==> config.mk <==
export PLATFORM = sky130hd
export DESIGN_NAME = hazard_ctrl
export DESIGN_NICKNAME = d
export VERILOG_FILES = /design/src/rtl/hazard_ctrl.sv
export SDC_FILE = /design/constraint.sdc
export NUM_CORES = 1
export LEC_CHECK = 0
export ABC_AREA = 1
export CORE_MARGIN = 5
export CORE_UTILIZATION = 35
export DETAILED_ROUTE_END_ITERATION = 16
export GPL_TIMING_DRIVEN = 0
export HOLD_SLACK_MARGIN = 0.06
export PLACE_DENSITY_LB_ADDON = 0.05
export SYNTH_ARGS = -nofsm -noshare
export SYNTH_HDL_FRONTEND = slang
export SYNTH_SLANG_ARGS = --single-unit
==> constraint.sdc <==
create_clock -name clk -period 4.7 [get_ports clk]
set_clock_uncertainty 0.15 [all_clocks]
set_input_delay 0.94 -clock clk [delete_from_list [all_inputs] [get_ports clk]]
set_output_delay 0.94 -clock clk [all_outputs]
set_load 0.005 [all_outputs]
==> src/rtl/hazard_ctrl.sv <==
// Stall/flush side of the 5-stage pipeline hazard logic: load-use interlock,
// data-memory wait freeze, taken-branch squash, plus saturating perf counters
// and a sticky memory-timeout flag.
module hazard_ctrl #(
  parameter int CNT_W   = 16,
  parameter int TIMEOUT = 255
) (
  input  logic             clk,
  input  logic             rst_n,
  input  logic [4:0]       rs1_ID,
  input  logic [4:0]       rs2_ID,
  input  logic             use_rs1_ID,
  input  logic             use_rs2_ID,
  input  logic             memRead_EX,
  input  logic [4:0]       rd_EX,
  input  logic             branch_taken_EX,
  input  logic             mem_req_MEM,
  input  logic             mem_ready,
  output logic             pc_write,
  output logic             ifid_write,
  output logic             idex_write,
  output logic             exmem_write,
  output logic             idex_bubble,
  output logic             memwb_bubble,
  output logic             ifid_flush,
  output logic             idex_flush,
  output logic             mem_timeout,
  output logic [CNT_W-1:0] stall_cnt,
  output logic [CNT_W-1:0] wait_cnt,
  output logic [CNT_W-1:0] flush_cnt
);

  localparam logic [0:0] S_RUN  = 1'b0;
  localparam logic [0:0] S_WAIT = 1'b1;

  localparam logic [CNT_W-1:0] CNT_MAX = '1;
  localparam logic [CNT_W-1:0] TO_VAL  = CNT_W'(TIMEOUT);

  logic [0:0]       state;
  logic [CNT_W-1:0] timer;
  logic             freeze, lu, do_flush, do_stall;

  // Hazard conditions; freeze masks everything else so deferred actions
  // fire in the first unfrozen cycle (upstream regs hold their inputs).
  always_comb begin
    freeze   = mem_req_MEM && !mem_ready;
    lu       = memRead_EX && (rd_EX != 5'd0) &&
               ((use_rs1_ID && (rd_EX == rs1_ID)) ||
                (use_rs2_ID && (rd_EX == rs2_ID)));
    do_flush = !freeze && branch_taken_EX;
    do_stall = !freeze && !branch_taken_EX && lu;
  end

  // Pipeline register enables, bubbles and flushes, same-cycle.
  always_comb begin
    pc_write     = 1'b1;
    ifid_write   = 1'b1;
    idex_write   = 1'b1;
    exmem_write  = 1'b1;
    idex_bubble  = 1'b0;
    memwb_bubble = 1'b0;
    ifid_flush   = 1'b0;
    idex_flush   = 1'b0;
    if (freeze) begin
      pc_write     = 1'b0;
      ifid_write   = 1'b0;
      idex_write   = 1'b0;
      exmem_write  = 1'b0;
      memwb_bubble = 1'b1;
    end else if (do_flush) begin
      ifid_flush = 1'b1;
      idex_flush = 1'b1;
    end else if (do_stall) begin
      pc_write    = 1'b0;
      ifid_write  = 1'b0;
      idex_bubble = 1'b1;
    end
  end

  // Wait FSM with saturating timer; timeout is sticky until reset and
  // never aborts the access.
  always_ff @(posedge clk or negedge rst_n) begin
    if (!rst_n) begin
      state       <= S_RUN;
      timer       <= '0;
      mem_timeout <= 1'b0;
    end else begin
      case (state)
        S_RUN: begin
          if (freeze) begin
            state <= S_WAIT;
            timer <= '0;
          end
        end
        default: begin
          if (timer != TO_VAL) timer <= timer + CNT_W'(1);
          if (freeze && (timer >= TO_VAL - CNT_W'(1))) mem_timeout <= 1'b1;
          // Ready, or a dropped request (protocol violation), ends the wait.
          if (!freeze) state <= S_RUN;
        end
      endcase
    end
  end

  // Saturating performance counters.
  always_ff @(posedge clk or negedge rst_n) begin
    if (!rst_n) begin
      stall_cnt <= '0;
      wait_cnt  <= '0;
      flush_cnt <= '0;
    end else begin
      if (do_stall && stall_cnt != CNT_MAX) stall_cnt <= stall_cnt + CNT_W'(1);
      if (freeze   && wait_cnt  != CNT_MAX) wait_cnt  <= wait_cnt  + CNT_W'(1);
      if (do_flush && flush_cnt != CNT_MAX) flush_cnt <= flush_cnt + CNT_W'(1);
    end
  end

endmodule
==> impl_metrics.csv, run 1 <==
group,metric,value,unit
logic_synthesis,post_synth_num_cell_types,30,
setup_path,crit_chain,"clkdlybuf4s50_1 > inv_1 > nor2_4 > nor2_1 > nand3_1 > inv_1 > nand2_1 > inv_2 > nor2_1 > buf_4 > clkdlybuf4s50_1",
timing,fin_crit,4.08,ns
logic_synthesis,synth_top_family_by_area,"simple AND/OR/NAND/NOR gates",
clocking,cts-buffers-inserted,9,
logic_synthesis,synth_fa_ha_area_share,1.52,%
clocking,clkSinkCount,66,
global_routing,grt_max_degree,67,
power,peakVddDrop,0.000221,V
logic_synthesis,count_of_flip_flops_with_a_built_in_enable_after_synthesis,0,
place,post_placement_cell_count,777,
timing,grt_setup_unrepaired,"no",
floorplanning,core,0.0115,sq mm
timing,finalWorstSetupSlack,0.618,ns
setup_path,rr_endpoint,"wait_cnt[9]",
logic_synthesis,synth_seq_area_share,40.2,%
detailed_routing,drt_iter0_markers,191,
timing,timing_hold_violations_final,0,
logic_synthesis,syn_nets,583,
logic_synthesis,post_synth_and_or_nand_nor_area_fraction,34.6,%
setup_path,timing.reg2reg.worst_path_depth,10,
power,swShare,27.8,%
logic_synthesis,number_of_register_bits_inferred_by_synthesis,66,
setup_path,critPathArrivalTime,2.99,ns
setup_path,cpLargestDelayFamily,"buffers and inverters",
setup_path,path_buf_inv,6,
detailed_routing,routed_wl,10.2,mm
clocking,clock_pin_slew_of_the_registers_on_the_worst_case_setup_and_hold_paths,0.05,ns
run_status,outcome,"completed",
hold_path,timing.hold.worst_path_depth,1,
timing,timing.slew.headroom,42.5,%
logic_synthesis,synth_flop_cell,"sky130_fd_sc_hd__dfrtp_1",
logic_synthesis,synth-xor-area-share,7.26,%
power,share_comb_of_total_power,20.5,%
power,power.share.sequential,40.9,%
detailed_routing,topRoutingLayerUsed,"met4",
global_routing,grt_use_total,15.0,%
power,cellInternalPower,0.00128,W
power,netSwitchingPower,0.000492,W
run,max_cap_viol_count,0,
place,hpwl,7.52,mm
detailed_routing,met2_wirelength,4.71,mm
floorplanning,core.rowCount,39,
detailed_routing,drc_errors,0,
logic_synthesis,syn-instance-count,555,
timing,setup_total_negative_slack,0,ns
detailed_routing,first_pass_iters,5,
setup_path,regToRegSetupSlack,2.63,ns
power,power.leakage,2.51,nW
setup_path,crit_fanout,9,
global_routing,gr-total-overflow,0,
logic_synthesis,synth_area_per_cell,7.39,sq um
final_layout,antenna_cells_inserted,0,
setup_path,crit_path_top_delay_cell,"sky130_fd_sc_hd__clkdlybuf4s50_1",
clocking,cts_tree,"done",
clocking,cts.repair_timing.setup_buffer_count,0,
clocking,cts_hold_buffers,0,
logic_synthesis,muxShareOfSynthArea,0,%
logic_synthesis,synth_compound_gate_area_share,7.13,%
detailed_routing,route.detailed.wl_per_inst,12.8,um
timing,post-route-period-util,86.9,%
setup_path,worst_ep_required_time,3.61,ns
power,clock_power_share,38.6,%
logic_synthesis,synthArstFlopShare,100,%
timing,transition_time_at_the_pin_with_the_least_slew_margin,0.863,ns
floorplanning,dieWidth,118,um
detailed_routing,vias_per_cell,4.77,
power,power-per-cell-area,330,mW/mm^2
detailed_routing,met3_length,485,um
timing,pins_over_slew_limit,0,
final_layout,area_delta_synth_final,31.0,%
final_layout,instances_no_fill,793,
setup_path,crit_path_end_kind,"output pin",
global_routing,vias_in_the_first_global_route,3827,
logic_synthesis,synth_area_leader_cell,"sky130_fd_sc_hd__dfrtp_1",
final_layout,final_nets,673,
timing,final-setup-viol-count,0,
logic_synthesis,synth.area.top_cells,"sky130_fd_sc_hd__dfrtp_1 40%, sky130_fd_sc_hd__nand2_1 15%, sky130_fd_sc_hd__inv_1 7.0%",
hold_path,hold_path_class,"flip-flop to flip-flop",
logic_synthesis,synth-warning-count,0,
final_layout,postLayoutCoreUtil,46.9,%
detailed_routing,detailroute.via_count,3785,
global_routing,antenna_found_initial,0,
floorplanning,floorplan.initialDensity,35.8,%
timing,fmax,245,MHz
place,placement_setup_slack,0.588,ns
setup_path,critPathMaxStageDelay,0.48,ns
clocking,clock_tree.buffer_depth,2,
hold_path,min-delay-start,"mem_timeout",
logic_synthesis,synth.cells.most_frequent,"168 x sky130_fd_sc_hd__nand2_1, 76 x sky130_fd_sc_hd__inv_1, 66 x sky130_fd_sc_hd__dfrtp_1, 54 x sky130_fd_sc_hd__nor2_1, 41 x sky130_fd_sc_hd__nand3_1",
final_layout,final.fill_count,1124,
logic_synthesis,top_cell_type_s_share_of_synthesized_area,40.2,%
clocking,ctsRootBufferMaster,"sky130_fd_sc_hd__clkbuf_16",
logic_synthesis,synth.most_common_cell,"sky130_fd_sc_hd__nand2_1",
setup_path,r2r-start,"wait_cnt[0]",
setup_path,worst-setup-path-type,"input pin to output pin",
floorplanning,floorplan.die_area,0.0140,sq mm
clocking,cts-resized-gates,0,
final_layout,drive_above_1_share,9.23,%
setup_path,timing.critical_path.from_type,"input pin",
logic_synthesis,syn_area,0.00410,sq mm
detailed_routing,wl_met1,4.91,mm
clocking,insertion_delay,0.32,ns
floorplanning,die_h,118,um
hold_path,worstHoldEndpoint,"mem_timeout",
place,buffer_ports.inserted,79,
floorplanning,pin_count,80,
place,gp_congestion,0.864,
detailed_routing,ant_nets,0,
global_routing,first_pass_grt_wire_length,18.0,mm
clocking,htreeDepth,3,
registers in the layout, summed over array words and instances, names as in the netlist:
register and flops:
flush_cnt 16, stall_cnt 16, timer 16, wait_cnt 16
mem_timeout 1, state 1
power groups by stage:
stage	Clock, W	Sequential [W]	Combinational [W]
after floorplan	0	0.000720	0.000168
after global placement	0	0.000733	0.000365
after detailed placement	0	0.000734	0.000369
after CTS	0.000705	0.000726	0.000371
after global routing	0.000731	0.000738	0.000409
final	0.000684	0.000725	0.000363
through the flow:
stage / total power, W / hold slack, ns / area (sq um)
after CTS: 0.00180 / 0.337 / 5380
final: 0.00177 / 0.330 / 5380
after detailed placement: 0.00110 / 0.326 / 5070
after global placement: 0.00110 / 0.311 / 5070
after floorplan: 0.000887 / 0.316 / 4100
after global routing: 0.00188 / 0.347 / 5380
placed cells by master (no fill, tap or decap), types with 3 or more instances in the layout:
master                            synthesis  layout
sky130_fd_sc_hd__buf_4                    4       5
sky130_fd_sc_hd__nor2_1                  54      54
sky130_fd_sc_hd__clkbuf_16                0       9
sky130_fd_sc_hd__o21ai_2                 12      12
sky130_fd_sc_hd__inv_1                   76      76
sky130_fd_sc_hd__xor2_1                  20      20
sky130_fd_sc_hd__nand3_1                 41      41
sky130_fd_sc_hd__nor3_1                  23      23
sky130_fd_sc_hd__o22ai_2                  4       4
sky130_fd_sc_hd__inv_2                    5       5
sky130_fd_sc_hd__nand3b_1                 3       3
sky130_fd_sc_hd__nand2_1                168     168
sky130_fd_sc_hd__dfrtp_1                 66      66
sky130_fd_sc_hd__clkdlybuf4s50_1          0      78
sky130_fd_sc_hd__nand2_4                  3       3
sky130_fd_sc_hd__buf_6                    4       4
sky130_fd_sc_hd__xnor2_1                 14      14
sky130_fd_sc_hd__o21ai_0                 19      19
sky130_fd_sc_hd__nand4_1                 16      16
sky130_fd_sc_hd__ha_1                     5       5
sky130_fd_sc_hd__nand2_2                  4       4
cell type report:
cell class              count  area (sq um)  area share (%)
plain buffers               8          75.1            1.40
inverters                  81           304            5.65
well taps                 143           179            3.33
clock buffers              12           256            4.77
clock inverters             4          50.0           0.931
repair buffers             79           788            14.7
flip-flops and latches     66          1650            30.7
multi-input cells         400          2070            38.6
logic make-up (layout without fill, tap and decap cells):
group | count (synthesis) | after routing
xor+xnor | 34 | 34
buf+inv | 89 | 184
compound gates | 40 | 40
fa+ha+maj | 5 | 5
flops | 66 | 66
simple gates | 321 | 321
worst max-delay path by stage:
stage                           start       endpoint  slack [ns]  cells after the start
after floorplan           mem_req_MEM       pc_write        1.77                      9
after global placement          rst_n  flush_cnt[10]        0.08                      1
after detailed placement  mem_req_MEM       pc_write        0.59                     11
after CTS                 mem_req_MEM       pc_write        0.57                     11
after global routing      mem_req_MEM       pc_write        0.42                     11
final                     mem_req_MEM       pc_write        0.62                     11
per-layer routing:
| metal | track usage [%] | vias up |
|---|---|---|
| met1 | 19.7 | 1763 |
| li1 | - | 1931 |
| met2 | 24.7 | 84 |
| met5 | 0 | - |
| met4 | 3.01 | 0 |
| met3 | 4.44 | 7 |
Note: power is estimated with default switching activity, not from simulation.
==> run 2: changes to the inputs <==
Settings changed: TNS_END_PERCENT set to 20.
==> results of run 2 <==
Final layout, timing and power as in run 1 (identical DEF).
==> run 3: changes to the inputs <==
Settings changed: CTS_CLUSTER_SIZE set to 12.
==> results of run 3 <==
Final layout, timing and power as in run 1 (identical DEF).
